[src/rtl/cut_position_scheduler_pkg.sv]
// Shared constants, state type and LFSR step helper for the line-rotation
// cut-position scheduler.
//   LFSR_WIDTH     : width of the keyed LFSR state and key
//   LFSR_TAPS      : Galois feedback mask (x^32+x^22+x^2+x+1)
//   CUT_WIDTH      : width of the cut position handed to the line rotator
//   LINE_CNT_WIDTH : width of the active-line counter (525-line frames)
package cut_position_scheduler_pkg;

    localparam int LFSR_WIDTH     = 32;
    localparam int CUT_WIDTH      = 8;
    localparam int LINE_CNT_WIDTH = 10;

    localparam logic [LFSR_WIDTH-1:0] LFSR_TAPS = 32'h8020_0003;

    typedef enum logic [1:0] {
        IDLE    = 2'd0,
        ARMED   = 2'd1,
        RUNNING = 2'd2
    } state_e;

    // One Galois shift: the bit falling out of the LSB folds the taps back in.
    function automatic logic [LFSR_WIDTH-1:0] lfsr_step(input logic [LFSR_WIDTH-1:0] x);
        return (x >> 1) ^ (x[0] ? LFSR_TAPS : '0);
    endfunction

endpackage

[src/rtl/cut_position_scheduler_if.sv]
// Signal bundle between the sync parser / key source and the scheduler.
//   master : drives enable, H/V/F timing flags, key and key_valid
//   slave  : returns key_ready, cut_position, cut_valid, line_count, frame_start
interface cut_position_scheduler_if;
    import cut_position_scheduler_pkg::*;

    logic                      enable;
    logic                      H;
    logic                      V;
    logic                      F;
    logic [LFSR_WIDTH-1:0]     key;
    logic                      key_valid;
    logic                      key_ready;
    logic [CUT_WIDTH-1:0]      cut_position;
    logic                      cut_valid;
    logic [LINE_CNT_WIDTH-1:0] line_count;
    logic                      frame_start;

    modport master (
        output enable, H, V, F, key, key_valid,
        input  key_ready, cut_position, cut_valid, line_count, frame_start
    );

    modport slave (
        input  enable, H, V, F, key, key_valid,
        output key_ready, cut_position, cut_valid, line_count, frame_start
    );

endinterface

[src/rtl/cut_position_scheduler_lfsr.sv]
// Keyed Galois LFSR used as the cut-position source.
//   clk, reset_n : clock, asynchronous active-low reset (state clears to 0)
//   load_i       : replace the state with load_val_i (wins over step_i)
//   load_val_i   : seed value
//   step_i       : advance one Galois step
//   value_o      : current LFSR state
module lfsr_galois
    import cut_position_scheduler_pkg::*;
#(
    parameter int               WIDTH = LFSR_WIDTH,
    parameter logic [WIDTH-1:0] TAPS  = LFSR_TAPS
) (
    input  logic             clk,
    input  logic             reset_n,
    input  logic             load_i,
    input  logic [WIDTH-1:0] load_val_i,
    input  logic             step_i,
    output logic [WIDTH-1:0] value_o
);

    logic [WIDTH-1:0] value_q;
    logic [WIDTH-1:0] value_d;

    always_comb begin
        value_d = value_q;
        if (load_i) begin
            value_d = load_val_i;
        end else if (step_i) begin
            value_d = (value_q >> 1) ^ (value_q[0] ? TAPS : '0);
        end
    end

    always_ff @(posedge clk or negedge reset_n) begin
        if (!reset_n) begin
            value_q <= '0;
        end else begin
            value_q <= value_d;
        end
    end

    assign value_o = value_q;

endmodule

[src/rtl/cut_position_scheduler.sv]
// Per-line cut-position sequencer for the line-rotation scrambler. Tracks
// BT.656 H/V/F, accepts a seed over a valid/ready handshake and applies it
// only at a frame boundary so scrambler and descrambler stay in lockstep.
//   clk, reset_n : pixel clock, asynchronous active-low reset
//   sif          : slave side of cut_position_scheduler_if
// Build option FIELD_RESEED_EN: every frame start while running reloads the
// LFSR from the last applied key (or the pending one), so each frame repeats
// the same cut sequence. Without it the LFSR free-runs across frames.
//
// state   | meaning
// --------+-----------------------------------------------------------
// IDLE    | no key yet, cut_position held at 0
// ARMED   | key latched, waiting for the next frame start to load it
// RUNNING | LFSR steps once per active line, cut_position is live
module cut_position_scheduler
    import cut_position_scheduler_pkg::*;
(
    input logic                     clk,
    input logic                     reset_n,
    cut_position_scheduler_if.slave sif
);

    state_e                    state_q, state_d;
    logic                      h_q, f_q;
    logic [LFSR_WIDTH-1:0]     pend_key_q, pend_key_d;
    logic                      key_pending_q, key_pending_d;
    logic [CUT_WIDTH-1:0]      cut_q, cut_d;
    logic                      cut_valid_q, cut_valid_d;
    logic [LINE_CNT_WIDTH-1:0] line_cnt_q, line_cnt_d;
    logic                      frame_start_q;
`ifdef FIELD_RESEED_EN
    logic [LFSR_WIDTH-1:0]     last_key_q, last_key_d;
`endif

    logic                      lfsr_load, lfsr_step_en;
    logic [LFSR_WIDTH-1:0]     lfsr_load_val, lfsr_value, lfsr_next;
    logic                      h_rise, frame_evt, key_accept;

    // EAV marks the line boundary; field 2 -> field 1 marks the frame start.
    assign h_rise     = sif.H & ~h_q;
    assign frame_evt  = ~sif.F & f_q;
    assign key_accept = sif.key_valid & ~key_pending_q;
    assign lfsr_next  = lfsr_step(lfsr_value);

    lfsr_galois #(
        .WIDTH (LFSR_WIDTH),
        .TAPS  (LFSR_TAPS)
    ) u_lfsr (
        .clk        (clk),
        .reset_n    (reset_n),
        .load_i     (lfsr_load),
        .load_val_i (lfsr_load_val),
        .step_i     (lfsr_step_en),
        .value_o    (lfsr_value)
    );

    always_comb begin
        state_d       = state_q;
        pend_key_d    = pend_key_q;
        key_pending_d = key_pending_q;
        cut_d         = cut_q;
        line_cnt_d    = line_cnt_q;
        lfsr_load     = 1'b0;
        lfsr_step_en  = 1'b0;
        lfsr_load_val = pend_key_q;
`ifdef FIELD_RESEED_EN
        last_key_d    = last_key_q;
`endif

        unique case (state_q)
            IDLE: begin
                cut_d = '0;
                if (key_accept) state_d = ARMED;
            end
            ARMED: begin
                cut_d = '0;
                if (frame_evt) begin
                    lfsr_load     = 1'b1;
                    key_pending_d = 1'b0;
                    state_d       = RUNNING;
`ifdef FIELD_RESEED_EN
                    last_key_d    = pend_key_q;
`endif
                end
            end
            RUNNING: begin
                // A frame start never steps, even when it coincides with EAV.
                if (frame_evt) begin
                    if (key_pending_q) begin
                        lfsr_load     = 1'b1;
                        key_pending_d = 1'b0;
`ifdef FIELD_RESEED_EN
                        last_key_d    = pend_key_q;
`endif
                    end
`ifdef FIELD_RESEED_EN
                    else begin
                        lfsr_load     = 1'b1;
                        lfsr_load_val = last_key_q;
                    end
`endif
                end else if (h_rise && !sif.V) begin
                    lfsr_step_en = 1'b1;
                    cut_d        = lfsr_next[CUT_WIDTH-1:0];
                    if (line_cnt_q != '1) line_cnt_d = line_cnt_q + 1'b1;
                end
            end
            default: state_d = IDLE;
        endcase

        // Only reachable with nothing pending, so it never races the reload above.
        if (key_accept) begin
            pend_key_d    = (sif.key == '0) ? LFSR_WIDTH'(1) : sif.key;
            key_pending_d = 1'b1;
        end

        if (frame_evt) line_cnt_d = '0;

        // Pass-through forces the output only; LFSR and counters keep running.
        if (!sif.enable) cut_d = '0;
        cut_valid_d = sif.enable && (state_d == RUNNING);
    end

    always_ff @(posedge clk or negedge reset_n) begin
        if (!reset_n) begin
            state_q       <= IDLE;
            h_q           <= 1'b0;
            f_q           <= 1'b0;
            pend_key_q    <= '0;
            key_pending_q <= 1'b0;
            cut_q         <= '0;
            cut_valid_q   <= 1'b0;
            line_cnt_q    <= '0;
            frame_start_q <= 1'b0;
`ifdef FIELD_RESEED_EN
            last_key_q    <= '0;
`endif
        end else begin
            state_q       <= state_d;
            h_q           <= sif.H;
            f_q           <= sif.F;
            pend_key_q    <= pend_key_d;
            key_pending_q <= key_pending_d;
            cut_q         <= cut_d;
            cut_valid_q   <= cut_valid_d;
            line_cnt_q    <= line_cnt_d;
            frame_start_q <= frame_evt;
`ifdef FIELD_RESEED_EN
            last_key_q    <= last_key_d;
`endif
        end
    end

    assign sif.key_ready    = ~key_pending_q;
    assign sif.cut_position = cut_q;
    assign sif.cut_valid    = cut_valid_q;
    assign sif.line_count   = line_cnt_q;
    assign sif.frame_start  = frame_start_q;

endmodule

[src/flat_wrapper.sv]
// flat-port wrapper written by rule: the top's interface ports become plain ports
module cut_position_scheduler_flat import cut_position_scheduler_pkg::*;
  (clk, reset_n, sif_enable, sif_H, sif_V, sif_F, sif_key, sif_key_valid, sif_key_ready, sif_cut_position, sif_cut_valid, sif_line_count, sif_frame_start);
  cut_position_scheduler_if sif_i ();
  input logic clk;
  input logic reset_n;
  input wire logic [$bits(sif_i.enable)-1:0] sif_enable;
  input wire logic [$bits(sif_i.H)-1:0] sif_H;
  input wire logic [$bits(sif_i.V)-1:0] sif_V;
  input wire logic [$bits(sif_i.F)-1:0] sif_F;
  input wire logic [$bits(sif_i.key)-1:0] sif_key;
  input wire logic [$bits(sif_i.key_valid)-1:0] sif_key_valid;
  output wire logic [$bits(sif_i.key_ready)-1:0] sif_key_ready;
  output wire logic [$bits(sif_i.cut_position)-1:0] sif_cut_position;
  output wire logic [$bits(sif_i.cut_valid)-1:0] sif_cut_valid;
  output wire logic [$bits(sif_i.line_count)-1:0] sif_line_count;
  output wire logic [$bits(sif_i.frame_start)-1:0] sif_frame_start;
  assign sif_i.enable = sif_enable;
  assign sif_i.H = sif_H;
  assign sif_i.V = sif_V;
  assign sif_i.F = sif_F;
  assign sif_i.key = sif_key;
  assign sif_i.key_valid = sif_key_valid;
  assign sif_key_ready = sif_i.key_ready;
  assign sif_cut_position = sif_i.cut_position;
  assign sif_cut_valid = sif_i.cut_valid;
  assign sif_line_count = sif_i.line_count;
  assign sif_frame_start = sif_i.frame_start;
  cut_position_scheduler u_core (.clk(clk), .reset_n(reset_n), .sif(sif_i));
endmodule
[config.mk]
export PLATFORM = sky130hd
export DESIGN_NAME = cut_position_scheduler_flat
export DESIGN_NICKNAME = d
export VERILOG_FILES = /design/src/rtl/cut_position_scheduler_pkg.sv /design/src/rtl/cut_position_scheduler_if.sv /design/src/rtl/cut_position_scheduler_lfsr.sv /design/src/rtl/cut_position_scheduler.sv /design/src/flat_wrapper.sv
export SDC_FILE = /design/constraint.sdc
export NUM_CORES = 1
export LEC_CHECK = 0
export CAP_MARGIN = 20
export CORE_AREA = 2 2 106 108
export CTS_CLUSTER_DIAMETER = 100
export DETAILED_ROUTE_END_ITERATION = 10
export DIE_AREA = 0 0 108 110
export HOLD_SLACK_MARGIN = 0.15
export PLACE_DENSITY_LB_ADDON = 0.2
export SLEW_MARGIN = 5
export SYNTH_ARGS = -nofsm -noshare
export SYNTH_HDL_FRONTEND = slang
export SYNTH_SLANG_ARGS = --single-unit
[constraint.sdc]
create_clock -name clk -period 2.2 [get_ports clk]
set_input_delay 0.55 -clock clk [delete_from_list [all_inputs] [get_ports clk]]
set_output_delay 0.55 -clock clk [all_outputs]
set_load 0.02 [all_outputs]
==> Word-level counts from Yosys, hierarchy flattened <==
Index checks and enable logic that the tools add are counted.
{ "totals": {"regBits": 89, "output_inout_bits": 21, "wordCells": 66} }
{ "classes": {"addsub": 1, "n_eq_ne": 7, "mux": 25, "bitwise": 7, "n_reduce_logical": 16} }
{ "ops": {"columns": ["operator", "count"], "rows": [
  ["2-to-1 mux 32 bit", 4],
  ["2-to-1 mux 10 bit", 4],
  ["logical NOT 32 bit", 1],
  ["XOR 31 x 32 -> 32 bit", 1],
  ["2-to-1 mux 8 bit", 3],
  ["case mux 8 bit (2 select lines)", 1],
  ["nonzero test 2 bit", 6],
  ["adder 10 x 1 -> 10 bit, second input constant", 1],
  ["inequality test 10 bit, second input constant", 1],
  ["2-to-1 mux 1 bit", 9],
  ["inequality test 3 x 2 -> 1 bit, second input constant", 2],
  ["case mux 2 bit (3 select lines)", 1],
  ["AND reduction 3 bit", 2],
  ["== test 2 bit, second input constant", 2],
  ["2-to-1 mux 2 bit", 2],
  ["OR reduction 2 bit", 2],
  ["bitwise AND 1 bit", 3],
  ["inequality test 3 bit, second input constant", 1],
  ["NOT 1 bit", 3],
  ["== test 2 x 1 -> 1 bit, second input constant", 1],
  ["logical AND 1 bit", 2],
  ["logical NOT 2 bit", 1],
  ["case mux 1 bit (2 select lines)", 1],
  ["AND reduction 2 bit", 1],
  ["logical NOT 1 bit", 1]
]} }

==> Longest topological paths before layout <==
{ "depth": {"word_depth": 8, "depth_mapped": 9, "mapped_depth_nobuf": 6} }

==> By module <==
Synthesis repeated with hierarchy kept, for this count alone.
{ "hier_totals": {"cells_unflattened": 341, "area_unflattened_um2": 4007.6} }
{ "by_module_without_submodules": {"columns": ["mod", "n_inst", "cells_per_inst", "area_per_inst_um2"], "rows": [
  ["cut_position_scheduler", 1, 198, 2478.6],
  ["lfsr_galois", 1, 143, 1529.0]
]} }

==> Worst setup path after synthesis <==
OpenSTA, ideal clock, no wires.
{ "synth_timing": {"path_type": "reg2reg", "startpoint": "register u_core.state_q[0]", "endpoint": "register u_core.cut_q[1], in the netlist u_core.sif.cut_position[1]", "setup_time_ns": 0.121, "arrival_time_ns": 1.744, "required_time_ns": 2.079, "setup_slack_ns": 0.335, "path_stages_with_launch": 10, "n_path_buf": 3, "synth_period_minus_slack_ns": 1.865, "cell_sequence": "dfrtp_1 > inv_1 > ha_1 > and4bb_1 > buf_6 > and2_4 > buf_6 > and3_4 > buf_6 > a22o_1"} }
{ "synth_via": {"elab_chain_cells": 4} }
{ "synth_rtl": {"columns": ["item", "line", "source"], "rows": [
  ["start, declared", "cut_position_scheduler.sv:23", "state_e state_q, state_d;"],
  ["start signal, assigned", "cut_position_scheduler.sv:139", "state_q <= state_d;"],
  ["== test 2 x 1 -> 1 bit / logical NOT 2 bit (equally long branches)", "cut_position_scheduler.sv:70", "unique case (state_q)"],
  ["OR reduction 2 bit (no source line)", null, null],
  ["inequality test 3 x 2 -> 1 bit (no source line) / case mux 8 bit (2 select lines) (equally long branches)", null, null],
  ["AND reduction 3 bit (no source line) / 2-to-1 mux 8 bit (equally long branches)", null, null],
  ["end signal, assigned", "cut_position_scheduler.sv:144", "cut_q <= cut_d;"],
  ["end, declared", "cut_position_scheduler.sv:27", "logic [CUT_WIDTH-1:0] cut_q, cut_d;"]
]} }
Several ways; a longest one is shown, not always the timed one.
A chain may end at the register's enable or synchronous reset.

==> Worst setup path in the final report <==
{ "layout_timing": {"startpoint": "register u_core.key_pending_q", "endpoint": "output port sif_key_ready"} }
{ "layout_via": {"elab_chain_cells": 1} }
{ "layout_rtl": {"columns": ["item", "line", "source"], "rows": [
  ["start, declared", "cut_position_scheduler.sv:26", "logic key_pending_q, key_pending_d;"],
  ["start signal, assigned", "cut_position_scheduler.sv:143", "key_pending_q <= key_pending_d;"],
  ["NOT 1 bit", "cut_position_scheduler.sv:154", "assign sif.key_ready = ~key_pending_q;"],
  ["end, declared", "flat_wrapper.sv:13", "output wire logic [$bits(sif_i.key_ready)-1:0] sif_key_ready;"]
]} }
No other way between the ends.

==> metrics.txt <==
fin crit period 2.02 ns; worst vdd ir 467 uV; top-count cell post-synth nand2_1; adder-cell share of the synthesized area 1.89%; crit path cell chain inv_1 -> clkdlybuf4s50_1; Worst-path clk slew 0.08 ns; Syn Inst Count 403; Placement Setup Slack 0.0335 ns; first-pass GRT wire length 14,300 um; cell area after synthesis 3970 um^2; drt first-iter violations 76; FF/Latch Area 2230 um^2; CP peak stage delay 0.60 ns; Worst-Margin Slew 0.604 ns; Hold Path Class in -> async; Placer Congestion 0.806; largest net degree at the start of global routing 44; Final Slew Violations 0; YS warnings 0; Setup Skew 0.00701 ns; critical path capture point type primary output; most instantiated cells after synthesis nand2_1 (128), dfrtp_1 (89), o21ai_0 (37); Avg WL per Cell 13.7 um; Mapped Avg Cell Area 9.85 um^2; via count 3,009; Yosys top cell area share 56.1%; n_diodes 0; Post-synth top flop dfrtp_1; placed wire-length estimate 5950 um; switching part of the total 31.8%; Max Cap Viol 0; post-synthesis simple-gate area fraction 19.7%; Synth Area in Compound Gates 10.6%; total power 5.29 mW; worst path bufs/invs 2; Core Box Area 10,700 um^2; Comb power frac 26.7%; Achievable Freq 495 MHz; post-synthesis cell type count 44; Finished Core Util 46.8%; Ports 60; clk buf depth 2; vias in the first global route 2,945; # rows 38; Worst Path Required 1.65 ns; internal power 3.61 mW; ANT nets after route 0; Setup CP Type reg -> out; setup TNS 0 ns; Synth async-reset ratio 100%; cell taking the most area after synthesis dfrtp_1; Overflow after GRT 0; sequential area share after synthesis 56.1%; Clock Latency Late Sink 0.35 ns; Die Wd 108 um; DRC Markers 0; Rel. slew slack 59.7%; Psw 1.68 mW; buffers added on ports 59; starting density of the core 37.1%; hold_ws 0.201 ns; Multi-input gate area 1610 um^2; pwr dens 1060 nW/um^2; Worst Path Max Fanout 5; LEAKAGE 2.43 nW; initial antenna violation count 0; Post-synth EDFFs 0; CTS buffer count 9; H-tree Lvls 3; Final Hold Vio Count 0; period utilization 91.8%; Clock Power Share 24.9%; worst reg2reg setup slack 0.21 ns; synth-to-layout area growth 26.2%; Final setup viols 0; Post-Syn Nets 448; main combinational cell family by area after synthesis simple AND/OR/NAND/NOR gates; die area 11,900 um^2; # clock sinks 89; CTS tree yes; Seq pwr share 48.4%; final WL 8340 um; share of post-route cells with drive strength above 1 7.71%; Die H 110 um; Worst setup SP type register; RSZ-0062 raised after global routing false; top cells by area, synth dfrtp_1 (56%), nand2_1 (12%), mux2i_1 (7.3%), o21ai_0 (4.7%), ha_1 (1.9%); Synth Register Bits 89; Final Net Count 507; gr usage total 15.4%; Clock Tree Root clkbuf_8; status complete, no violations; post-route setup slack 0.180 ns; Setup Fix Bufs, Post-CTS 0; multiplexer area fraction after synthesis 7.31%; Worst path top cell family by delay buffers and inverters; vias per cell 4.96; slowest stage cell, crit path clkdlybuf4s50_1; drt first pass iters 4; CP arrival 1.47 ns; Post-Synth XOR/XNOR Area 0.882%; Fillers 1,057
## timing repair
action | in CTS | in global routing
setup endpoints to repair | 0 | 1
hold buffers | 0 | 0
resized for setup | 0 | 1
## final cells by class
| class | count | share of cell area (%) |
|---|---|---|
| inverters | 5 | 0.375 |
| clock buffers | 11 | 2.62 |
| multi-input cells | 286 | 32.2 |
| repair buffers | 71 | 14.8 |
| flip-flops and latches | 89 | 44.4 |
| clock inverters | 5 | 2.07 |
| well taps | 140 | 3.50 |
## placed cells by master, fill, tap and decap left out, drive strengths merged, types with 2 or more instances in the layout
master / count
clkinv: 2
or3: 3
and2: 2
nand4: 5
bufinv: 3
clkbuf: 11
nor2: 12
o41ai: 2
clkdlybuf4s50: 58
nor3: 2
a22oi: 2
mux2i: 29
nand2b: 2
and3: 2
nor2b: 3
buf: 13
ha: 6
o21ai: 37
dfrtp: 89
a22o: 8
and4bb: 2
nand2: 128
nand3: 7
inv: 5
a21oi: 8
nor4: 8
xor2: 4
a211oi: 2
## worst paths after layout
| path | from | cells after the start | endpoint |
|---|---|---|---|
| setup / recovery | u_core.key_pending_q | 2 | sif_key_ready |
| hold reg to reg | u_core.lfsr_load_val[10] | 2 | u_core.lfsr_load_val[10] |
| setup reg to reg | u_core.state_q[0] | 6 | u_core.sif.line_count[6] |
| hold / removal | reset_n | 1 | u_core.lfsr_load_val[26] |
| min in group clk | u_core.lfsr_load_val[10] | 2 | u_core.lfsr_load_val[10] |
| max in group asynchronous | reset_n | 2 | u_core.u_lfsr.value_o[21] |
## power groups by stage
stage | Clock [mW] | Sequential, mW | Combinational [mW]
after detailed placement | 0 | 2.60 | 1.43
after CTS | 1.36 | 2.57 | 1.44
final | 1.32 | 2.56 | 1.41
after global placement | 0 | 2.59 | 1.38
after floorplan | 0 | 2.50 | 0.986
after global routing | 1.43 | 2.66 | 1.63
## routing by layer
layer  up-vias  part of all wire, %  global-route usage (%)
li1       1489                    -                       -
met1      1460                   48                    20.2
met2        56                   48                    25.5
met3         4                  3.3                    3.59
met4         0                 0.82                    4.95
met5         -                    0                       0
## cell families (layout without fill, tap and decap cells)
family          Yosys count  count (layout)
fa+ha+maj                 6               6
compound gates           69              69
mux                      29              29
buf+inv                  28              92
simple gates            178             178
flops                    89              89
xor+xnor                  4               4
## sequential cells by signal, summed over array words and instances, names as in the netlist
| name | flops |
|---|---|
| u_core.f_q | 1 |
| u_core.h_q | 1 |
| u_core.key_pending_q | 1 |
| u_core.lfsr_load_val | 32 |
| u_core.sif.cut_position | 8 |
| u_core.sif.cut_valid | 1 |
| u_core.sif.frame_start | 1 |
| u_core.sif.line_count | 10 |
| u_core.state_q | 2 |
| u_core.u_lfsr.value_o | 32 |
## worst register-to-register path, cell delays in order, from the launching register on
cell and delay, ns:
dfrtp_1 0.45, inv_1 0.11, ha_1 0.28, and4bb_1 0.36, nand3_1 0.19, or3_1 0.38
a21oi_1 0.15
## metrics by stage
stage | cell area [um^2] | instances
4_1_cts | 5010 | 607
2_1_floorplan | 3970 | 403
6_report | 5010 | 607
3_3_place_gp | 4780 | 591
5_1_grt | 5010 | 607
3_5_place_dp | 4780 | 591
Note: power is estimated with default switching activity, not from simulation.
